### src/rtl/tow_pkg.sv
// Shared Tug of War definitions: LFSR geometry, computer-player FSM states
// and small arithmetic helpers used by the stimulus and randomizer blocks.
package tow_pkg;

  localparam int LFSR_W = 9;
  localparam int TAP_HI = 8;
  localparam int TAP_LO = 4;

  typedef enum logic [1:0] {IDLE, SAMPLE, PRESS, GAP} cpu_state_t;

  // Fibonacci step for x^9+x^5+1: shift left, feed back the XOR of the taps.
  function automatic logic [LFSR_W-1:0] lfsr_next(input logic [LFSR_W-1:0] s);
    return {s[LFSR_W-2:0], s[TAP_HI] ^ s[TAP_LO]};
  endfunction

  function automatic logic [LFSR_W-1:0] twos_neg(input logic [LFSR_W-1:0] v);
    return ~v + LFSR_W'(1);
  endfunction

endpackage

### src/rtl/lfsr9.sv
// 9-bit maximal-length pseudo-random source; advances once per cycle with
// shift high. Shared by the computer-player and player-side randomizers.
module lfsr9
  import tow_pkg::*;
#(
  parameter logic [LFSR_W-1:0] SEED = 9'h001
) (
  input  logic              clk,
  input  logic              reset,
  input  logic              shift,
  output logic [LFSR_W-1:0] q
);

  logic [LFSR_W-1:0] lfsr_reg;
  logic [LFSR_W-1:0] lfsr_next_val;

  always_comb begin
    lfsr_next_val = lfsr_reg;
    if (shift) lfsr_next_val = lfsr_next(lfsr_reg);
  end

  always_ff @(posedge clk or posedge reset) begin
    if (reset) lfsr_reg <= SEED;
    else       lfsr_reg <= lfsr_next_val;
  end

  assign q = lfsr_reg;

endmodule

### src/rtl/cpu_press_gen.sv
// Computer-player press generator: a decision tick every DIV clocks draws a
// random value, and the external adder's carry decides whether to press.
module cpu_press_gen
  import tow_pkg::*;
#(
  parameter int              DIV  = 12500000,
  parameter logic [LFSR_W-1:0] SEED = 9'h001
) (
  input  logic              clk,
  input  logic              reset,
  input  logic              enable,
  input  logic [LFSR_W-1:0] level,
  input  logic              cout_in,
  output logic [LFSR_W-1:0] op_a,
  output logic [LFSR_W-1:0] op_b,
  output logic              press,
  output logic              tick
);

  localparam int               CNT_W    = (DIV > 1) ? $clog2(DIV) : 1;
  localparam logic [CNT_W-1:0] CNT_LAST = CNT_W'(DIV - 1);
  localparam logic [CNT_W-1:0] CNT_PRE  = CNT_W'(DIV - 2);

  logic [CNT_W-1:0] cnt_reg, cnt_next;
  logic             tick_reg, tick_next;
  cpu_state_t       state_reg, state_next;
  logic             level_nz;

  // tick is raised one count early so that it is high while the count sits
  // at DIV-1, putting the first tick in cycle DIV after reset.
  always_comb begin
    cnt_next  = cnt_reg;
    tick_next = 1'b0;
    if (enable) begin
      tick_next = (cnt_reg == CNT_PRE);
      cnt_next  = (cnt_reg == CNT_LAST) ? '0 : cnt_reg + CNT_W'(1);
    end
  end

  always_ff @(posedge clk or posedge reset) begin
    if (reset) begin
      cnt_reg  <= '0;
      tick_reg <= 1'b0;
    end else begin
      cnt_reg  <= cnt_next;
      tick_reg <= tick_next;
    end
  end

  lfsr9 #(.SEED(SEED)) u_lfsr (
    .clk  (clk),
    .reset(reset),
    .shift(tick_reg),
    .q    (op_a)
  );

  assign op_b     = twos_neg(level);
  // level 0 negates to 0, so the carry is 0 and would otherwise look like a hit.
  assign level_nz = |level;

  always_comb begin
    state_next = state_reg;
    case (state_reg)
      IDLE:    if (tick_reg) state_next = SAMPLE;
      SAMPLE:  state_next = (level_nz && !cout_in) ? PRESS : IDLE;
      PRESS:   state_next = GAP;
      GAP:     state_next = IDLE;
      default: state_next = IDLE;
    endcase
  end

  always_ff @(posedge clk or posedge reset) begin
    if (reset) state_reg <= IDLE;
    else       state_reg <= state_next;
  end

  assign press = (state_reg == PRESS);
  assign tick  = tick_reg;

endmodule

### config.mk
export PLATFORM = sky130hd
export DESIGN_NAME = cpu_press_gen
export DESIGN_NICKNAME = d
export VERILOG_FILES = /design/src/rtl/tow_pkg.sv /design/src/rtl/lfsr9.sv /design/src/rtl/cpu_press_gen.sv
export SDC_FILE = /design/constraint.sdc
export NUM_CORES = 1
export LEC_CHECK = 0
export BUFFER_PORTS_ARGS = -buffer_cell sky130_fd_sc_hd__buf_2
export CAP_MARGIN = 20
export CORE_UTILIZATION = 55
export DETAILED_ROUTE_END_ITERATION = 12
export PLACE_DENSITY = 0.84
export SKIP_CTS_REPAIR_TIMING = 1
export SLEW_MARGIN = 20
export SYNTH_ARGS = -nofsm -noshare
export SYNTH_HDL_FRONTEND = slang
export SYNTH_HIERARCHICAL = 1
export SYNTH_SLANG_ARGS = --single-unit
### constraint.sdc
create_clock -name clk -period 2.51 [get_ports clk]
set_input_delay 0.502 -clock clk [delete_from_list [all_inputs] [get_ports clk]]
set_output_delay 0.502 -clock clk [all_outputs]
set_load 0.005 [all_outputs]
### Word-level counts from Yosys, hierarchy flattened

Index checks and enable logic that the tools add are counted.

| word-level totals | value |
|---|---|
| bits in registers | 36 |
| input bits | 13 |
| output and inout port bits | 20 |
| word-level logic and storage cells | 23 |

| cells by class | value |
|---|---|
| $add $sub $neg | 2 |
| eq/ne operators | 6 |
| muxes and demuxes | 5 |
| bitwise operators | 2 |
| reductions and logical operators | 4 |

Operators with widths:

| kind | number |
|---|---|
| == test 24 bit (second input constant) | 2 |
| adder 24 x 1 -> 24 bit (second input constant) | 1 |
| two-way mux 24 bit | 1 |
| adder 9 x 1 -> 9 bit (second input constant) | 1 |
| inverter 9 bit | 1 |
| OR reduction 9 bit | 1 |
| one-hot mux 2 bit (4 select lines) | 1 |
| == test 2 bit (second input constant) | 2 |
| two-way mux 2 bit | 2 |
| == test 2 x 1 -> 1 bit (second input constant) | 1 |
| zero test 2 bit | 1 |
| != test 2 bit (second input constant) | 1 |
| logical AND 1 bit | 1 |
| zero test 1 bit | 1 |
| two-way mux 1 bit | 1 |
| XOR 1 bit | 1 |

### Depth between registers and ports, before layout

| depth | value |
|---|---|
| depth after elaboration | 4 |
| mapped depth | 7 |
| depth with buffers taken out | 7 |

### Hierarchy

The synthesis kept the hierarchy.

By module, submodules not included:

| module | times used | cells an instance | area an instance (µm²) | seq. area each (µm²) |
|---|---|---|---|---|
| cpu_press_gen | 1 | 155 | 1525.2 | 675.6 |
| lfsr9 | 1 | 22 | 379.1 | 226.5 |

### Worst setup path after synthesis

Ideal clock, no wire load.

| timing path | value |
|---|---|
| path type | flip-flop to flip-flop |
| from | register cnt_reg[0] |
| to | register cnt_reg[20] |
| library setup time | 0.077 ns |
| data arrival time | 1.762 ns |
| required time | 2.433 ns |
| path slack | 0.671 ns |
| cell stages (with the launch flop) | 6 |
| path buffers | 0 |
| period minus slack after synthesis | 1.839 ns |
| cells stage by stage | dfrtp_1 ha_1 and4_1 nand3_2 or4_1 a21oi_1 |

| between the ends | value |
|---|---|
| word-level cells in the longest chain between the ends | 2 |
| elaborated cells between the ends (all ways) | 3 |
| classes of those cells | 1 x add/sub; 1 x eq/ne; 1 x mux |

RTL lines:

| item | RTL line | source |
|---|---|---|
| start: declaration | cpu_press_gen.sv:24 | `logic [CNT_W-1:0] cnt_reg, cnt_next;` |
| start signal: assignment | cpu_press_gen.sv:45 | `cnt_reg <= cnt_next;` |
| adder 24 x 1 -> 24 bit or == test 24 bit (tied branches) | cpu_press_gen.sv:36 | `cnt_next = (cnt_reg == CNT_LAST) ? '0 : cnt_reg + CNT_W'(1);` |
| two-way mux 24 bit * | cpu_press_gen.sv:36 |  |

Every way passes the cells marked *; elsewhere a longest branch is shown, timed or not.
A chain may end at the register's enable or synchronous reset.

### Worst setup path in the final report

| timing path | value |
|---|---|
| from | input port level[3] |
| to | output port op_b[8] |

| between the ends | value |
|---|---|
| word-level cells in the longest chain between the ends | 2 |

RTL lines:

| item | RTL line | source |
|---|---|---|
| start: declaration | cpu_press_gen.sv:12 | `input logic [LFSR_W-1:0] level,` |
| inverter 9 bit | tow_pkg.sv:17 | `return ~v + LFSR_W'(1);` |
| adder 9 x 1 -> 9 bit | tow_pkg.sv:17 |  |
| end: declaration | cpu_press_gen.sv:15 | `output logic [LFSR_W-1:0] op_b,` |

No other way between the ends.

==> results_dict.tcl <==
set metrics [dict create \
    drt_wl_total_um 3790 \
    clock-sinks 36 \
    synth.avg_cell_area_sq_um 10.8 \
    start_util_pct 57.1 \
    htreeDepth 2 \
    syn_area_sq_mm 0.00190 \
    antenna_found_initial 0 \
    rsz0062_at_grt "no" \
    nFillCells 272 \
    grt_pass1_wl_um 6070 \
    mostFrequentLayoutCells "dfrtp_1 (35), buf_2 (32), nor2_1 (16)" \
    clockRootBuffer "clkbuf_4" \
    hpwl_um 2720 \
    r2r_slack_ns 0.65 \
    crit_path_start_kind "input pin" \
    p_int_mw 0.957 \
    pin_count 33 \
    layout_commonest_cell "dfrtp_1" \
    grt_pass1_vias 1363 \
    ys_types 41 \
    synth-edff-count 0 \
    maxCapViolCount 0 \
    maxSlewHeadroom_pct 59.9 \
    min_period_over_period_pct 86.4 \
    port_buffers 32 \
    clockBufferDepth 2 \
    num_rows 21 \
    track_usage_pct 23.3 \
    yosys_warnings 6 \
    hold_path_class "in -> async" \
    vdd_drop_max_uv 507 \
    leakagePower_nw 1.04 \
    clkPwrFrac_pct 30.5 \
    critPathCaptureType "primary output" \
    skew_ns 0.0109 \
    power.density_mw_per_mm2 620 \
    comb_power_share_pct 19.2 \
    drc 0 \
    setup_viol 0 \
    nets 233 \
    final-hold-violation-count 0 \
    die_h_um 60.8 \
    core_area_sq_mm 0.00334 \
    hold_slack_ns 0.0956 \
    grt_overflow 0 \
    power_switching_mw 0.410 \
    synthCells 177 \
    ant_nets 0 \
    insertion_delay_ns 0.36 \
    critical_path_class "in -> out" \
    seqPwrFrac_pct 50.3 \
    areaGrowthSynthToFinish_pct 15.7 \
    power.share.switching_pct 30.0 \
    die_w_um 60.8 \
    largest_reg_flops 24 \
    slew_violations 0 \
    vias 1466 \
    period_minus_slack_ns 2.17 \
    cts_made_buffers 5 \
    max_slew.worst_pin.slew_ns 0.601 \
    ys_ff_latch 36 \
    viasPerCell 5.57 \
    syn_nets 194 \
    place_congestion 0.751 \
    path_max_fanout 3 \
    antenna_cells 0 \
    tns_ns 0 \
    drive_gt1_share_pct 30.0 \
    max_freq_mhz 461 \
    required_ns 2.01 \
    status "complete, no violations" \
    synthArstFlopShare_pct 100 \
    yosysSeqAreaShare_pct 47.4 \
    dr.pass1.iters 4 \
    grt_max_degree 28 \
    worst_ep_arrival_time_ns 1.67 \
    drt_iter0_drc 27 \
    synth_flop_cell "dfrtp_1" \
    final_util_pct 66.0 \
    route.detailed.wl_per_inst_um 14.4 \
    cts_tree "built" \
    die_area_sq_mm 0.00370 \
    cts.clk_slew.worst_paths_ns 0.12 \
]
## routing by layer
| layer | track usage, % | share of wire (%) |
|---|---|---|
| met1 | 27.4 | 44 |
| met2 | 39.2 | 51 |
| met3 | 7.46 | 4.1 |
| met4 | 9.74 | 1.2 |
| met5 | 0 | 0 |
## final cells by class
cell class / instances / area (sq um) / area share (%)
clock buffer: 5 / 37.5 / 1.70
clock inverter: 3 / 42.5 / 1.93
inverter: 11 / 41.3 / 1.87
multi-input combinational: 125 / 925 / 42.0
sequential: 36 / 902 / 40.9
tap: 46 / 57.6 / 2.61
timing repair buffer: 37 / 198 / 8.97
## power groups by stage
| stage | clock network [mW] | logic, mW | registers, mW |
|---|---|---|---|
| detailed placement | 0 | 0.263 | 0.700 |
| global placement | 0 | 0.256 | 0.697 |
| floorplan | 0 | 0.147 | 0.720 |
| finish | 0.416 | 0.262 | 0.688 |
| global route | 0.446 | 0.294 | 0.697 |
| CTS | 0.415 | 0.266 | 0.688 |
## worst max-delay path, stage by stage
cell and delay (ns):
buf_2 0.12, nor4_1 0.34, nand2_1 0.13, nor3_1 0.18, ha_1 0.26, buf_2 0.13
## through the flow
stage	cell area [sq um]	worst slack, ns	instances	power [mW]
after floorplan	1900	0.671	177	0.867
after global placement	2120	0.400	255	0.953
after detailed placement	2120	0.319	255	0.962
after CTS	2200	0.310	263	1.37
after global routing	2200	0.224	263	1.44
final	2200	0.342	263	1.37
## cell usage after synthesis (2+ instances only)
master / number / area [sq um]
mux2_4: 8 / 120
nand4_1: 8 / 50.1
nor3_1: 7 / 35.0
or4_1: 5 / 37.5
o31ai_1: 5 / 37.5
nand2_1: 10 / 37.5
dfrtp_1: 35 / 876
ha_1: 4 / 50.1
xnor2_1: 9 / 78.8
nor2_1: 16 / 60.1
a21oi_1: 9 / 45.0
nand3_1: 3 / 15.0
and3_1: 2 / 12.5
buf_2: 2 / 10.0
xor2_1: 13 / 114
o21ai_0: 2 / 10.0
buf_4: 2 / 15.0
inv_1: 11 / 41.3
nor4b_1: 3 / 26.3
and4_2: 2 / 20.0
## final timing paths
path	startpoint	endpoint	cells past startpoint
worst max-delay path	level[3]	op_b[8]	6
worst min-delay path	reset	u_lfsr/q[5]	2
worst max register to register	cnt_reg[1]	cnt_reg[20]	5
worst min register to register	state_reg[0]	state_reg[0]	1
max in group asynchronous	reset	cnt_reg[9]	3
min in group clk	enable	cnt_reg[1]	2
## cells by family (layout without fill, tap and decap cells)
family | count (synthesis) | after routing | share of synthesized area [%]
flops | 36 | 36 | 47.4
compound gates | 18 | 18 | 5.72
mux | 8 | 8 | 6.31
fa+ha+maj | 4 | 4 | 2.63
xor+xnor | 22 | 22 | 10.1
simple gates | 73 | 73 | 23.8
buf+inv | 16 | 56 | 4.07
Power figures use the tool's default switching activity.
